`src/rtl/i2c_lm75_pkg.sv`:
```
// Shared types and constants for the LM75-class I2C temperature sensor target.
package i2c_lm75_pkg;

  typedef enum logic [3:0] {
    StIdle,
    StAddr,
    StAddrAck,
    StPtr,
    StPtrAck,
    StWrData,
    StWrAck,
    StRdData,
    StRdAck,
    StIgnore
  } state_e;

  localparam logic [1:0] PTR_TEMP  = 2'd0;
  localparam logic [1:0] PTR_CONF  = 2'd1;
  localparam logic [1:0] PTR_THYST = 2'd2;
  localparam logic [1:0] PTR_TOS   = 2'd3;

  localparam int unsigned CfgShutdown = 0;
  localparam int unsigned CfgIntMode  = 1;
  localparam int unsigned CfgPolarity = 2;
  localparam int unsigned CfgFaultLo  = 3;

  // Config[4:3] selects how many consecutive over-limit samples trip OS.
  function automatic logic [2:0] fault_depth(input logic [1:0] sel);
    unique case (sel)
      2'd0:    fault_depth = 3'd1;
      2'd1:    fault_depth = 3'd2;
      2'd2:    fault_depth = 3'd4;
      default: fault_depth = 3'd6;
    endcase
  endfunction

endpackage

```
`src/rtl/i2c_line_sync.sv`:
```
// SCL/SDA synchronisers with registered edge and START/STOP pulses.
// Every pulse and level output lags the pad by three clk_i cycles.
module i2c_line_sync (
  input  logic clk_i,
  input  logic rst_i,
  input  logic scl_i,
  input  logic sda_i,
  output logic sda_o,
  output logic scl_rise_o,
  output logic scl_fall_o,
  output logic start_o,
  output logic stop_o
);

  logic [1:0] scl_sync_q, sda_sync_q;
  logic       scl_q, sda_q;
  logic       scl_rise_q, scl_fall_q, start_q, stop_q;

  // Two-flop synchronisers, one history stage, registered event detection.
  always_ff @(posedge clk_i) begin
    if (rst_i) begin
      scl_sync_q <= 2'b11;
      sda_sync_q <= 2'b11;
      scl_q      <= 1'b1;
      sda_q      <= 1'b1;
      scl_rise_q <= 1'b0;
      scl_fall_q <= 1'b0;
      start_q    <= 1'b0;
      stop_q     <= 1'b0;
    end else begin
      scl_sync_q <= {scl_sync_q[0], scl_i};
      sda_sync_q <= {sda_sync_q[0], sda_i};
      scl_q      <= scl_sync_q[1];
      sda_q      <= sda_sync_q[1];
      scl_rise_q <= scl_sync_q[1] & ~scl_q;
      scl_fall_q <= ~scl_sync_q[1] & scl_q;
      start_q    <= scl_sync_q[1] & scl_q & ~sda_sync_q[1] & sda_q;
      stop_q     <= scl_sync_q[1] & scl_q & sda_sync_q[1] & ~sda_q;
    end
  end

  assign sda_o      = sda_q;
  assign scl_rise_o = scl_rise_q;
  assign scl_fall_o = scl_fall_q;
  assign start_o    = start_q;
  assign stop_o     = stop_q;

endmodule

```
`src/rtl/i2c_temp_sensor_slave.sv`:
```
// LM75-class I2C temperature sensor target (Temp, Config, Thyst, Tos).
// Define OS_OUT_EN to build the overtemperature comparator and the Os pin.
module i2c_temp_sensor_slave
  import i2c_lm75_pkg::*;
#(
  parameter logic [6:0]  ADDR      = 7'h48,
  parameter int unsigned TEMP_BITS = 9,
  parameter logic [15:0] THYST_RST = 16'h4B00,
  parameter logic [15:0] TOS_RST   = 16'h5000
) (
  input  logic                 Clk,
  input  logic                 Rst,
  input  logic                 Scl_in,
  input  logic                 Sda_in,
  output logic                 Sda_oe,
  input  logic [TEMP_BITS-1:0] Temp_in,
  input  logic                 Temp_valid,
  output logic                 Busy
`ifdef OS_OUT_EN
  ,
  output logic                 Os
`endif
);

  localparam int unsigned PadBits = 16 - TEMP_BITS;

  logic sda, scl_rise, scl_fall, start, stop;

  i2c_line_sync u_sync (
    .clk_i      (Clk),
    .rst_i      (Rst),
    .scl_i      (Scl_in),
    .sda_i      (Sda_in),
    .sda_o      (sda),
    .scl_rise_o (scl_rise),
    .scl_fall_o (scl_fall),
    .start_o    (start),
    .stop_o     (stop)
  );

  state_e      state_q;
  logic [2:0]  bit_cnt_q;
  logic [6:0]  shift_q, tx_q;
  logic        rw_q, busy_q, sda_oe_q, ack_q, rd_lsb_q, wr_lsb_q;
  logic [1:0]  ptr_q;
  logic [7:0]  cfg_q, wr_msb_q, rd_byte;
  logic [15:0] temp_q, thyst_q, tos_q, shadow_q, temp_aligned;
  logic [7:0]  byte_in;
  logic        rd_load, sample;

  assign byte_in      = {shift_q, sda};
  assign temp_aligned = {Temp_in, {PadBits{1'b0}}};
  assign sample       = Temp_valid & ~cfg_q[CfgShutdown];
  // Start of every read byte: after the address ACK or a master ACK.
  assign rd_load = !start && !stop && scl_fall &&
                   ((state_q == StAddrAck && sda_oe_q && rw_q) ||
                    (state_q == StRdAck && ack_q));

  // Byte presented for the next read; Temp MSB comes live, Temp LSB from the shadow.
  always_comb begin
    rd_byte = 8'h00;
    unique case (ptr_q)
      PTR_TEMP:  rd_byte = rd_lsb_q ? shadow_q[7:0] : temp_q[15:8];
      PTR_CONF:  rd_byte = cfg_q;
      PTR_THYST: rd_byte = rd_lsb_q ? thyst_q[7:0] : thyst_q[15:8];
      default:   rd_byte = rd_lsb_q ? tos_q[7:0] : tos_q[15:8];
    endcase
  end

  // Bus protocol FSM and register file writes.
  always_ff @(posedge Clk) begin
    if (Rst) begin
      state_q   <= StIdle;
      bit_cnt_q <= 3'd0;
      shift_q   <= 7'd0;
      tx_q      <= 7'd0;
      rw_q      <= 1'b0;
      busy_q    <= 1'b0;
      sda_oe_q  <= 1'b0;
      ack_q     <= 1'b0;
      rd_lsb_q  <= 1'b0;
      wr_lsb_q  <= 1'b0;
      ptr_q     <= PTR_TEMP;
      cfg_q     <= 8'h00;
      wr_msb_q  <= 8'h00;
      thyst_q   <= THYST_RST;
      tos_q     <= TOS_RST;
      shadow_q  <= 16'h0000;
    end else if (start) begin
      state_q   <= StAddr;
      bit_cnt_q <= 3'd0;
      sda_oe_q  <= 1'b0;
      busy_q    <= 1'b0;
      ack_q     <= 1'b0;
    end else if (stop) begin
      state_q  <= StIdle;
      sda_oe_q <= 1'b0;
      busy_q   <= 1'b0;
      ack_q    <= 1'b0;
    end else if (rd_load) begin
      state_q  <= StRdData;
      tx_q     <= rd_byte[6:0];
      sda_oe_q <= ~rd_byte[7];
      rd_lsb_q <= ~rd_lsb_q;
      ack_q    <= 1'b0;
      if (!rd_lsb_q) shadow_q <= temp_q;
    end else begin
      if (scl_rise) shift_q <= byte_in[6:0];
      unique case (state_q)
        StAddr: if (scl_rise) begin
          bit_cnt_q <= bit_cnt_q + 3'd1;
          if (bit_cnt_q == 3'd7) begin
            if (byte_in[7:1] == ADDR) begin
              state_q  <= StAddrAck;
              rw_q     <= byte_in[0];
              busy_q   <= 1'b1;
              rd_lsb_q <= 1'b0;
            end else begin
              state_q <= StIgnore;
            end
          end
        end
        // ACK states drive low on the first falling edge and release on the next.
        StAddrAck: if (scl_fall) begin
          if (!sda_oe_q) begin
            sda_oe_q <= 1'b1;
          end else begin
            sda_oe_q <= 1'b0;
            state_q  <= StPtr;
          end
        end
        StPtr: if (scl_rise) begin
          bit_cnt_q <= bit_cnt_q + 3'd1;
          if (bit_cnt_q == 3'd7) begin
            ptr_q   <= byte_in[1:0];
            state_q <= StPtrAck;
          end
        end
        StPtrAck, StWrAck: if (scl_fall) begin
          if (!sda_oe_q) begin
            sda_oe_q <= 1'b1;
          end else begin
            sda_oe_q <= 1'b0;
            if (state_q == StPtrAck) wr_lsb_q <= 1'b0;
            state_q <= StWrData;
          end
        end
        StWrData: if (scl_rise) begin
          bit_cnt_q <= bit_cnt_q + 3'd1;
          if (bit_cnt_q == 3'd7) begin
            state_q  <= StWrAck;
            wr_lsb_q <= ~wr_lsb_q;
            if (ptr_q == PTR_CONF) cfg_q <= byte_in;
            if (!wr_lsb_q) wr_msb_q <= byte_in;
            else if (ptr_q == PTR_THYST) thyst_q <= {wr_msb_q, byte_in};
            else if (ptr_q == PTR_TOS) tos_q <= {wr_msb_q, byte_in};
          end
        end
        StRdData: begin
          if (scl_rise) begin
            bit_cnt_q <= bit_cnt_q + 3'd1;
            if (bit_cnt_q == 3'd7) state_q <= StRdAck;
          end else if (scl_fall) begin
            sda_oe_q <= ~tx_q[~bit_cnt_q];
          end
        end
        StRdAck: begin
          if (scl_fall) sda_oe_q <= 1'b0;
          else if (scl_rise) begin
            if (sda) state_q <= StIgnore;
            else ack_q <= 1'b1;
          end
        end
        default: ;
      endcase
    end
  end

  // Temperature register; samples are dropped while in shutdown.
  always_ff @(posedge Clk) begin
    if (Rst) temp_q <= 16'h0000;
    else if (sample) temp_q <= temp_aligned;
  end

  assign Sda_oe = sda_oe_q & ~Rst;
  assign Busy   = busy_q;

`ifdef OS_OUT_EN
  logic [2:0] fault_cnt_q;
  logic       os_act_q, os_armed_q;
  logic       over, under;

  assign over  = $signed(temp_aligned) > $signed(tos_q);
  assign under = $signed(temp_aligned) < $signed(thyst_q);

  // Fault queue and OS state; armed marks an interrupt-mode event awaiting Thyst.
  always_ff @(posedge Clk) begin
    if (Rst) begin
      fault_cnt_q <= 3'd0;
      os_act_q    <= 1'b0;
      os_armed_q  <= 1'b0;
    end else begin
      if (sample) begin
        if (over) begin
          if (fault_cnt_q < 3'd6) fault_cnt_q <= fault_cnt_q + 3'd1;
          if ((fault_cnt_q + 3'd1) >= fault_depth(cfg_q[CfgFaultLo+:2]) && !os_armed_q) begin
            os_act_q   <= 1'b1;
            os_armed_q <= cfg_q[CfgIntMode];
          end
        end else begin
          fault_cnt_q <= 3'd0;
          if (under) begin
            if (!cfg_q[CfgIntMode]) begin
              os_act_q <= 1'b0;
            end else if (os_armed_q) begin
              os_act_q   <= 1'b1;
              os_armed_q <= 1'b0;
            end
          end
        end
      end
      if (cfg_q[CfgIntMode] && rd_load) os_act_q <= 1'b0;
    end
  end

  assign Os = cfg_q[CfgPolarity] ? os_act_q : ~os_act_q;
`endif

endmodule
```
`config.mk`:
```
export PLATFORM = sky130hd
export DESIGN_NAME = i2c_temp_sensor_slave
export DESIGN_NICKNAME = d
export VERILOG_FILES = /design/src/rtl/i2c_lm75_pkg.sv /design/src/rtl/i2c_line_sync.sv /design/src/rtl/i2c_temp_sensor_slave.sv
export SDC_FILE = /design/constraint.sdc
export NUM_CORES = 1
export LEC_CHECK = 0
export ABC_AREA = 0
export CORE_MARGIN = 2
export CORE_UTILIZATION = 55
export DETAILED_ROUTE_END_ITERATION = 12
export PLACE_DENSITY = 0.72
export SLEW_MARGIN = 15
export SYNTH_ARGS = -nofsm -noshare
export SYNTH_HDL_FRONTEND = slang
export SYNTH_SLANG_ARGS = --single-unit
```
`constraint.sdc`:
```
create_clock -name Clk -period 4.35 [get_ports Clk]
set_clock_uncertainty 0.15 [all_clocks]
set_input_delay 0.435 -clock Clk [delete_from_list [all_inputs] [get_ports Clk]]
set_output_delay 0.435 -clock Clk [all_outputs]
set_load 0.05 [all_outputs]
```
==> results.json <==
{
  "critPathSlowestCell": "nor3_2",
  "syn_nets": 489,
  "cp_common_cell": "ha_1",
  "gp_routability_congestion": 0.934,
  "vias": 3248,
  "grt_pass1_wl_mm": 15.1,
  "grt_usage": 0.224,
  "r2r_start": "bit_cnt_q[0]$_SDFFE_PP0P_",
  "layout.nets": 480,
  "path_buf_inv": 0,
  "root_buffer": "clkbuf_8",
  "register_area_um2": 1940,
  "cts_buffers": 9,
  "vias_per_cell": 5.69,
  "path_cells": "ha_1 > ha_1 > and3_1 > nand4_2 > nor3_2 > nand2_1 > a21oi_1",
  "yosysUniqueCellTypes": 53,
  "port_buffers": 15,
  "grt_max_degree": 92,
  "critPathLaunch": "bit_cnt_q[0]$_SDFFE_PP0P_",
  "synth_area_um2": 4260,
  "powerDensity_nw_per_um2": 340,
  "wirelength_mm": 9.14,
  "crit_type": "register to register",
  "num_io_pins": 16,
  "diodes": 0,
  "antenna_found_initial": 0,
  "drive_gt1_frac": 0.0896,
  "rows": 32,
  "layout_min_cycle_time_ps": 2740,
  "status": "finished clean",
  "dpl.hpwl_mm": 6.02,
  "clockBufferDepth": 2,
  "intPower_w": 0.00122,
  "wl_per_cell_um": 16.0,
  "areaGrowthSynthToFinish_pct": 7.81,
  "fp.dieH_um": 92.0,
  "clkTransAtPathRegs_ps": 90,
  "rsz0062_at_grt": "no",
  "htree_levels": 3,
  "placed_cell_area_um2": 4380,
  "route.detailed.drc": 0,
  "postRouteAntennaNets": 0,
  "power_frac_comb": 0.031,
  "yosysTopAreaCell": "dfxtp_1",
  "end_kind": "register",
  "switching_share": 0.219,
  "period_share": 0.630,
  "ys_ff_latch": 97,
  "finalHoldViolCount": 0,
  "rrSetupSlack_ps": 1610,
  "clk_latency_ps": 360,
  "post-cts-setup-buffers": 0,
  "cts-resized-gates": 0,
  "coreArea_um2": 7610,
  "synth.avg_cell_area_um2": 9.01,
  "dieWidth_um": 92.0,
  "power_switching_w": 0.000342,
  "slowest_delay_ps": 920,
  "syn_inst": 473,
  "grt_pass1_vias": 3023,
  "tns_ps": 0,
  "drtPass1Iterations": 5,
  "hold_start": "u_sync.sda_sync_q[0]$_SDFF_PP1_",
  "async_flop_share": 0,
  "ys_seq_area_frac": 0.456,
  "synth_top_cells_by_count": "dfxtp_1, nand2_1, nor2_1",
  "die-area_um2": 8470,
  "slew_headroom": 0.253,
  "multi_input_area_um2": 2120,
  "finalSetupViolCount": 0,
  "required_ps": 4480,
  "worst_pin_slew_ps": 1110,
  "fmax_mhz": 365,
  "synthTopCellsByArea": "dfxtp_1, mux2i_1, nand2_1, nor2_1, a21oi_1",
  "crit_path_max_fanout": 16,
  "leakage_nw": 1.53,
  "vdd_drop_max_mv": 0.199,
  "cts_tree": "done",
  "pwr-share-seq": 0.579,
  "startpoint_type": "register",
  "start_util": 0.560,
  "overflow": 0,
  "netlist.area_leader.share": 0.456,
  "critical_path_arrival_ps": 2880,
  "clock_power_share": 0.389,
  "cp_top_family": "simple AND/OR/NAND/NOR gates",
  "first_iter_violations": 149,
  "cts.sinks": 97,
  "fill_cells": 671,
  "synth.most_common_cell": "dfxtp_1",
  "maxCapViolations": 0,
  "drv_slew": 0,
  "hp-class": "register to register",
  "synth_edf_count": 0,
  "finalInstanceArea_um2": 4600,
  "hold_buffers": 0,
  "yosys_warnings": 0,
  "synth_top_flop_cell": "dfxtp_1"
}
[worst register-to-register path, stage by stage, from the launching register on]
cell and delay (ps):
dfxtp_1 400, ha_1 170, ha_1 170, and3_1 300, nand4_2 250, nor3_2 920, nand2_1 140, a21oi_1 180
[registers in the layout (all words and copies together), names as in the netlist, 2 cells and up]
register and flops:
bit_cnt_q 3, thyst_q 16, cfg_q 8, wr_msb_q 8
tx_q 7, temp_q 9, u_sync.scl_sync_q 2, tos_q 16
state_q 4, shift_q 7, u_sync.sda_sync_q 2, ptr_q 2
[final cells by class]
cell class | count | area share
clock inverter | 5 | 0.0133
inverter | 5 | 0.00408
multi-input combinational | 332 | 0.461
sequential | 97 | 0.423
timing repair buffer | 19 | 0.0381
tap | 102 | 0.0278
clock buffer | 11 | 0.0329
[power by group through the flow]
stage | logic [W] | clock network (W) | registers (W)
after floorplan | 0.0000351 | 0 | 0.000920
after global placement | 0.0000477 | 0 | 0.000925
after detailed placement | 0.0000488 | 0 | 0.000925
after CTS | 0.0000488 | 0.000621 | 0.000905
after global routing | 0.0000546 | 0.000656 | 0.000906
final | 0.0000486 | 0.000608 | 0.000905
[cells in the final DEF (no fill, tap or decap), types with 5 or more instances in the layout]
| master | Yosys | routed |
|---|---|---|
| a211o_1 | 11 | 11 |
| a21oi_1 | 38 | 38 |
| a221oi_1 | 6 | 6 |
| a31oi_1 | 5 | 5 |
| clkbuf_8 | 0 | 11 |
| clkdlybuf4s50_1 | 0 | 14 |
| dfxtp_1 | 97 | 97 |
| inv_1 | 5 | 5 |
| mux2_2 | 6 | 6 |
| mux2i_1 | 52 | 52 |
| nand2_1 | 71 | 71 |
| nand2b_1 | 5 | 5 |
| nand3b_1 | 5 | 5 |
| nor2_1 | 55 | 55 |
| nor2b_1 | 8 | 8 |
| nor3_1 | 8 | 8 |
| nor3b_1 | 5 | 5 |
| o21ai_0 | 7 | 7 |
| or2_2 | 6 | 6 |
[logic make-up (layout without fill, tap and decap cells)]
family | count (synthesis) | after routing | share of synthesized area
mux | 60 | 60 | 0.149
fa+ha+maj | 2 | 2 | 0.00587
xor+xnor | 1 | 1 | 0.00205
simple gates | 186 | 186 | 0.214
flops | 97 | 97 | 0.456
buf+inv | 44 | 40 | 0.0473
compound gates | 83 | 83 | 0.127
[per-layer routing]
layer | part of all wire | vias up | track usage
met3 | 0.047 | 17 | 0.0444
met5 | 0 | - | 0
met1 | 0.48 | 1532 | 0.306
li1 | - | 1624 | -
met2 | 0.46 | 75 | 0.355
met4 | 0.018 | 0 | 0.0784
[stage by stage]
| step | hold WS [ps] | worst slack (ps) | total power (W) | std cells | utilization |
|---|---|---|---|---|---|
| after global routing | 294 | 1460 | 0.00162 | 571 | 0.604 |
| after global placement | 242 | 1760 | 0.000973 | 555 | 0.576 |
| after detailed placement | 245 | 1650 | 0.000974 | 555 | 0.576 |
| after CTS | 268 | 1630 | 0.00157 | 571 | 0.604 |
| after floorplan | 239 | 2120 | 0.000955 | 473 | - |
| final | 264 | 1610 | 0.00156 | 571 | 0.604 |
[worst paths after layout]
kind | endpoint | cells past startpoint
worst max register to register | tos_q[5]$_SDFFE_PP0P_ | 7
worst min-delay path | u_sync.sda_sync_q[1]$_SDFF_PP1_ | 1
worst max-delay path | tos_q[5]$_SDFFE_PP0P_ | 7
worst min register to register | u_sync.sda_sync_q[1]$_SDFF_PP1_ | 1
Power figures use the tool's default switching activity.
